==> src/rtl/hazard_ctrl.sv <==
// -----------------------------------------------------------------------------
// hazard_ctrl
// Central stall/flush controller for the 5-stage rv32i pipeline. Arbitrates the
// D-cache wait, EX branch/jump redirect, load-use hazard and I-cache wait into
// PC/stage-register enables, bubble inserts and the PC source select. A redirect
// that arrives while an I-cache fetch is in flight is parked in saved_target
// until the fetch completes, so the fetch address stays stable.
//
// Parameters
//   CNT_W           width of each saturating performance counter
// Ports
//   clk             clock
//   rst             asynchronous reset, active-low
//   load_RAW_stall  load-use hazard from the EX forwarding unit
//   ex_redirect     EX resolved a taken branch/jump this cycle
//   ex_target       redirect target PC from EX
//   icache_read     IF has a fetch request asserted
//   icache_resp     I-cache response valid this cycle
//   dcache_req      MEM has a load/store asserted
//   dcache_resp     D-cache response valid this cycle
//   load_pc         PC register enable
//   pc_sel          0 = pc+4, 1 = ex_target, 2 = saved_target
//   saved_target    parked redirect target
//   load_*          stage register enables (IF/ID, ID/EX, EX/MEM, MEM/WB)
//   flush_*         load a bubble into IF/ID, ID/EX, EX/MEM
//   stall_cycles    cycles with load_pc=0 in RUN plus every REDIR_PEND cycle
//   flush_count     number of accepted redirects
// -----------------------------------------------------------------------------
module hazard_ctrl #(
    parameter int CNT_W = 32
) (
    input  logic             clk,
    input  logic             rst,
    input  logic             load_RAW_stall,
    input  logic             ex_redirect,
    input  logic [31:0]      ex_target,
    input  logic             icache_read,
    input  logic             icache_resp,
    input  logic             dcache_req,
    input  logic             dcache_resp,
    output logic             load_pc,
    output logic [1:0]       pc_sel,
    output logic [31:0]      saved_target,
    output logic             load_if_id,
    output logic             load_id_ex,
    output logic             load_ex_mem,
    output logic             load_mem_wb,
    output logic             flush_if_id,
    output logic             flush_id_ex,
    output logic             flush_ex_mem,
    output logic [CNT_W-1:0] stall_cycles,
    output logic [CNT_W-1:0] flush_count
);

    typedef enum logic [0:0] {
        ST_RUN        = 1'b0,
        ST_REDIR_PEND = 1'b1
    } state_t;

    localparam logic [CNT_W-1:0] CNT_ONE = {{(CNT_W-1){1'b0}}, 1'b1};

    // Saturating increment: an all-ones counter holds its value.
    function automatic logic [CNT_W-1:0] sat_inc(input logic [CNT_W-1:0] v);
        return (&v) ? v : (v + CNT_ONE);
    endfunction

    state_t            state_r;
    state_t            state_nxt_s;
    logic [31:0]       saved_target_r;
    logic [CNT_W-1:0]  stall_cnt_r;
    logic [CNT_W-1:0]  flush_cnt_r;
    logic              save_en_s;
    logic              stall_inc_s;
    logic              flush_inc_s;
    logic              mem_stall_s;
    logic              if_stall_s;

    // A response in the same cycle as the request clears the wait.
    assign mem_stall_s  = dcache_req  & ~dcache_resp;
    assign if_stall_s   = icache_read & ~icache_resp;

    assign saved_target = saved_target_r;
    assign stall_cycles = stall_cnt_r;
    assign flush_count  = flush_cnt_r;

    // Hazard arbitration: next state, enables, bubbles, PC select, counter strobes.
    always_comb begin
        state_nxt_s  = state_r;
        load_pc      = 1'b0;
        pc_sel       = 2'd0;
        load_if_id   = 1'b0;
        load_id_ex   = 1'b0;
        load_ex_mem  = 1'b0;
        load_mem_wb  = 1'b0;
        flush_if_id  = 1'b0;
        flush_id_ex  = 1'b0;
        flush_ex_mem = 1'b0;
        save_en_s    = 1'b0;
        stall_inc_s  = 1'b0;
        flush_inc_s  = 1'b0;
        if (!rst) begin
            state_nxt_s = ST_RUN;
        end else begin
            case (state_r)
                ST_RUN: begin
                    if (mem_stall_s) begin
                        // Whole pipe frozen; EX re-presents any redirect next cycle.
                        stall_inc_s = 1'b1;
                    end else if (ex_redirect && !if_stall_s) begin
                        // Redirect beats load-use: the consumer in EX still completes.
                        load_pc     = 1'b1;
                        pc_sel      = 2'd1;
                        load_if_id  = 1'b1;
                        load_id_ex  = 1'b1;
                        load_ex_mem = 1'b1;
                        load_mem_wb = 1'b1;
                        flush_if_id = 1'b1;
                        flush_id_ex = 1'b1;
                        flush_inc_s = 1'b1;
                    end else if (ex_redirect) begin
                        // Fetch in flight: park the target, keep the fetch address.
                        load_id_ex  = 1'b1;
                        flush_id_ex = 1'b1;
                        load_ex_mem = 1'b1;
                        load_mem_wb = 1'b1;
                        save_en_s   = 1'b1;
                        state_nxt_s = ST_REDIR_PEND;
                        flush_inc_s = 1'b1;
                        stall_inc_s = 1'b1;
                    end else if (load_RAW_stall) begin
                        load_ex_mem  = 1'b1;
                        flush_ex_mem = 1'b1;
                        load_mem_wb  = 1'b1;
                        stall_inc_s  = 1'b1;
                    end else if (if_stall_s) begin
                        load_id_ex  = 1'b1;
                        flush_id_ex = 1'b1;
                        load_ex_mem = 1'b1;
                        load_mem_wb = 1'b1;
                        stall_inc_s = 1'b1;
                    end else begin
                        load_pc     = 1'b1;
                        load_if_id  = 1'b1;
                        load_id_ex  = 1'b1;
                        load_ex_mem = 1'b1;
                        load_mem_wb = 1'b1;
                    end
                end
                ST_REDIR_PEND: begin
                    // Every pending cycle counts as a stall; EX holds a bubble here.
                    stall_inc_s = 1'b1;
                    if (mem_stall_s) begin
                        state_nxt_s = ST_REDIR_PEND;
                    end else if (!icache_resp) begin
                        load_id_ex  = 1'b1;
                        flush_id_ex = 1'b1;
                        load_ex_mem = 1'b1;
                        load_mem_wb = 1'b1;
                    end else begin
                        // Fetched word is on the wrong path: drop it, jump to parked target.
                        load_pc     = 1'b1;
                        pc_sel      = 2'd2;
                        load_if_id  = 1'b1;
                        flush_if_id = 1'b1;
                        load_id_ex  = 1'b1;
                        flush_id_ex = 1'b1;
                        load_ex_mem = 1'b1;
                        load_mem_wb = 1'b1;
                        state_nxt_s = ST_RUN;
                    end
                end
                default: begin
                    state_nxt_s = ST_RUN;
                end
            endcase
        end
    end

    // State, parked target and saturating counters.
    always_ff @(posedge clk or negedge rst) begin
        if (!rst) begin
            state_r        <= ST_RUN;
            saved_target_r <= 32'd0;
            stall_cnt_r    <= {CNT_W{1'b0}};
            flush_cnt_r    <= {CNT_W{1'b0}};
        end else begin
            state_r <= state_nxt_s;
            if (save_en_s) begin
                saved_target_r <= ex_target;
            end
            if (stall_inc_s) begin
                stall_cnt_r <= sat_inc(stall_cnt_r);
            end
            if (flush_inc_s) begin
                flush_cnt_r <= sat_inc(flush_cnt_r);
            end
        end
    end

endmodule

==> config.mk <==
export PLATFORM = sky130hd
export DESIGN_NAME = hazard_ctrl
export DESIGN_NICKNAME = d
export VERILOG_FILES = /design/src/rtl/hazard_ctrl.sv
export SDC_FILE = /design/constraint.sdc
export NUM_CORES = 1
export LEC_CHECK = 0
export ABC_AREA = 0
export CORE_UTILIZATION = 42
export DETAILED_ROUTE_END_ITERATION = 6
export PLACE_DENSITY = 0.83
export SYNTH_ARGS = -nofsm -noshare
export SYNTH_HDL_FRONTEND = slang
export SYNTH_SLANG_ARGS = --single-unit
==> constraint.sdc <==
create_clock -name clk -period 1.9 [get_ports clk]
set_input_delay 0.57 -clock clk [delete_from_list [all_inputs] [get_ports clk]]
set_output_delay 0.57 -clock clk [all_outputs]
set_load 0.1 [all_outputs]
## Word level (Yosys, flattened, before mapping)

Index checks and enable logic that the tools add are counted.
Widths: inputs -> output; s select.

- Logic and storage cells: 78
- Flip-flop bits (word level): 97

- Muxes and demuxes: 59
- Add/sub/neg operators: 2
- Reduce and logical (&&, ||, !) cells: 6
- Bitwise logic cells: 7

Operators with widths:

| cell | number |
|---|---|
| $add 32x1->32 const B | 2 |
| $reduce_and 32->1 | 2 |
| $mux 1 | 49 |
| $pmux 1 s2 | 6 |
| $mux 2 | 3 |
| $not 1->1 | 5 |
| $pmux 2 s2 | 1 |
| $reduce_and 2->1 | 2 |
| $and 1x1->1 | 2 |
| $logic_and 1x1->1 | 1 |
| $logic_not 1->1 | 1 |

## Depth between registers and ports, before layout

- Depth after elaboration: 10
- Gate-level depth with buffers: 6

## Worst setup path before layout

OpenSTA, ideal clock, no wires.

- Kind: input port to output port
- Start: input dcache_resp
- End: output flush_id_ex
- Stages: 4
- Arrival time: 3.281 ns
- Required time: 1.330 ns
- Setup slack: -1.951 ns
- Cells stage by stage: nand2b_1 > nand2_1 > a21oi_1 > o31a_1

- Word-level cells in the longest chain between the ends: 5
- Elaborated cells between the ends (all ways): 6
- Classes of those cells: mux (4); bitwise (2)

RTL lines:

| element | RTL line | text |
|---|---|---|
| from (decl) | 40 | `input logic dcache_resp,` |
| $not 1->1 (*) | 79 | `assign mem_stall_s = dcache_req & ~dcache_resp;` |
| $and 1x1->1 (*) | 79 |  |
| $mux 1 (on tied branches) | 152, 106 |  |
| $pmux 1 s2 (*) | 104 | `case (state_r)` |
| $mux 1 (*) | 101 | `if (!rst) begin` |
| to (decl) | 49 | `output logic flush_id_ex,` |

Every way passes the cells marked *; elsewhere a longest branch is shown, timed or not.

## Final worst setup path

- Start: register state_r
- End: output flush_if_id

- Word-level cells in the longest chain between the ends: 3

RTL lines:

| element | RTL line | text |
|---|---|---|
| from (decl) | 67 | `state_t state_r;` |
| from (signal assigned) | 187 | `state_r <= state_nxt_s;` |
| $not 1->1 | n/a |  |
| $pmux 1 s2 (*) | 104 |  |
| $mux 1 (*) | 101 |  |
| to (decl) | 48 | `output logic flush_if_id,` |

Marks and branches as above.

==> results.toml <==
[run_status]
status = "complete, but fails checks"
violations = "setup timing"

[global_routing]
grt_use_total = 0.248
grt_pass1_vias = 4207
overflow = 0
antenna_found_initial = 0
grt_pass1_wl_um = 21500
met2_usage = 0.451
grt_max_degree = 65
grt_util_met3 = 0.0451
met1_usage = 0.283
top_usage_layer = "met2"

[floorplan]
coreArea_mm2 = 0.0103
die-area_mm2 = 0.0111
rows = 37
die_h_um = 105
die_w_um = 105
start_util = 0.435
design.portCount = 146

[critical_path]
crit_required_ps = 1330
cp_data_arrival_time_ps = 1740
cpPeakStageDelay_ps = 420
timing.rr.start = "state_r"
crit_family = "flip-flops"
r2r_slack_ps = -320
endpoint_kind = "output pin"
path_buf_inv = 2
cp_max_fo = 3
crit_chain = "buf_6 -> or3_4 -> o22ai_4 -> buf_12"
path_class = "reg -> out"
r2r_cells = 12
critPathLaunchType = "flop"
crit_slowest_cell = "dfrtp_1"
worstReg2RegEnd = "stall_cycles[20]"

[synthesis]
synth_top_family_by_area = "simple AND/OR/NAND/NOR gates"
synth_seq_area_share = 0.541
synthCells = 379
synth_warnings = 0
synth-main-ff-cell = "dfrtp_1"
post-synth-top-area-cell = "dfrtp_1"
synth.top_cell.area_share = 0.541
syn_avg_cell_area_um2 = 11.8
synth_nets = 421
synthMuxAreaShare = 0.0878
synth_area_leaders = "dfrtp_1 (54%), mux2_2 (8.8%), xnor2_1 (6.6%)"
ys_ff_latch = 97
netlist_area_mm2 = 0.00449
synth_async_sr_flop_share = 1.00
synth-simple-area-share = 0.198
synth_xor_area_frac = 0.117
synth-edff-count = 0
synthAdderAreaFrac = 0.00557
synth-compound-area-share = 0.0337
ys_types = 46

[power_and_ir_drop]
power.density_mw_per_mm2 = 1010
vdd_drop_max_mv = 1.49
finalPower_uw = 8740
p_seq_frac = 0.327
clockPowerShare = 0.156
netSwitchingFraction = 0.456
internal_power_uw = 4760
power.leakage_uw = 0.00365
p_comb_frac = 0.517
switchingPower_uw = 3980

[timing]
fin_crit_sh = 1.22
fmax_mhz = 433
grt_setup_unrepaired = "yes"
finalHoldViolCount = 0
setup_viol = 43
worst_slew_pin_slew_ps = 805
slew_viol_final = 0
setup_slack_ps = -409
relSlewSlack = 0.464
clock_skew_ps = 11.9
fin_crit_ps = 2310

[flow_run]
max_cap_viol_count = 0

[cts]
cts_inserted_buffers = 9
cts_tree = "built"
cts.path.max_buffers = 2
holdBufCountCts = 0
root_buffer = "clkbuf_8"
clkTransAtPathRegs_ps = 90
cts_sinks = 97
htreeDepth = 3
insertion_delay_ps = 360

[final_layout]
final_cell_area_mm2 = 0.00861
drive_gt1_frac = 0.614
layout_commonest_cell = "buf_12"
layout.filler_cells = 509
syn_to_final_growth_pct = 91.8
fin_nets = 639
antenna_cells = 0
layout.cells.non_filler = 737
multi_input_area_mm2 = 0.00248
mostFrequentLayoutCells = "buf_12 (109), buf_4 (56), dfrtp_4 (44)"
seqCellArea_mm2 = 0.00262

[detailed_routing]
drt_iter0_markers = 160
routed_via_density = 5.44
wl_um = 14300
route.detailed.drc = 0
wl_per_cell_um = 19.5
routed-via-count = 4007
drt.antenna.violating_nets = 0
dr.pass1.iters = 4

[place]
dp_hpwl_um = 10200
place_congestion = 0.855
dpl_cell_area_mm2 = 0.00802
dp_cells = 708
numPortBuffers = 145

[worst_hold_path]
min_path_type = "in -> async"
[synth_stat cells, types with 2 or more instances]
master   number
a21oi_1       2
ha_1          2
nor2_1       20
and4_1        8
xor2_1       26
buf_2         6
nor4_1        5
or3_1         3
nand4_2       2
dfrtp_1      97
nand3_1      22
nor4b_1       2
mux2_2       35
nor3_1       11
nand2_1      29
nand4_1      21
buf_4         2
and3_1       12
xnor2_1      34
and2_1        4
nor4_2        2
nor2b_1       3
inv_1         7
o31a_1        2
[layer usage]
layer	routed length, µm	share of wire
met1	5470	0.38
met2	7770	0.54
met3	703	0.049
met4	401	0.028
met5	0	0
[worst register-to-register path, stage by stage (launching register included)]
cell     delay (ps)
dfrtp_1         400
buf_6           120
buf_4           120
buf_6           110
buf_4           100
buf_4           110
o41ai_4          60
buf_4           160
buf_8           140
buf_12          120
nor4b_4         370
nand3_1         160
xnor2_1         160
[state kept, by name (all words and copies together), names as in the netlist]
signal and flops:
flush_count 32, saved_target 32, stall_cycles 32, state_r 1
[how the worst max path moves through the flow]
stage	startpoint	endpoint	slack, ps	cells after the start
floorplan	icache_read	load_pc	-630	4
CTS	load_RAW_stall	load_if_id	-400	5
finish	state_r	flush_if_id	-410	4
global placement	dcache_req	flush_count[31]	-800	7
detailed placement	dcache_req	flush_count[31]	-870	7
global route	state_r	flush_if_id	-470	4
[power by group through the flow]
stage	combinational (µW)	sequential [µW]	clock, µW
detailed placement	4450	2880	0
global placement	4370	2840	0
finish	4520	2860	1370
CTS	4480	2840	1380
global route	4630	2900	1460
floorplan	557	4870	0
[cells by family after synthesis]
group | after synthesis
AND/OR/NAND/NOR | 153
adder cells (fa/ha/maj) | 2
buffers and inverters | 16
XOR/XNOR | 60
flip-flops | 97
multiplexers | 35
AO/OA/AOI/OAI | 16
[cell type report]
| class | instances | area share |
|---|---|---|
| flip-flops and latches | 97 | 0.304 |
| repair buffers | 215 | 0.362 |
| clock buffers | 12 | 0.0180 |
| clock inverters | 3 | 0.00465 |
| inverters | 7 | 0.00349 |
| well taps | 136 | 0.0198 |
| multi-input cells | 267 | 0.288 |
[timing repair]
action | CTS | global route
setup endpoints to repair | 105 | 51
resized for setup | 37 | 40
setup buffers | 6 | 7
pin swaps | 10 | 35
gates cloned | 1 | 0
[stage by stage]
step / TNS, ps / util / setup slack, ps / hold slack (ps)
final: -6270 / 0.834 / -409 / 248
after global routing: -8910 / 0.834 / -470 / 246
after CTS: -2940 / 0.808 / -401 / 119
after detailed placement: -61220 / 0.777 / -873 / 510
after global placement: -53210 / 0.777 / -803 / 504
after floorplan: -4420 / - / -633 / 274
Power figures use the tool's default switching activity.
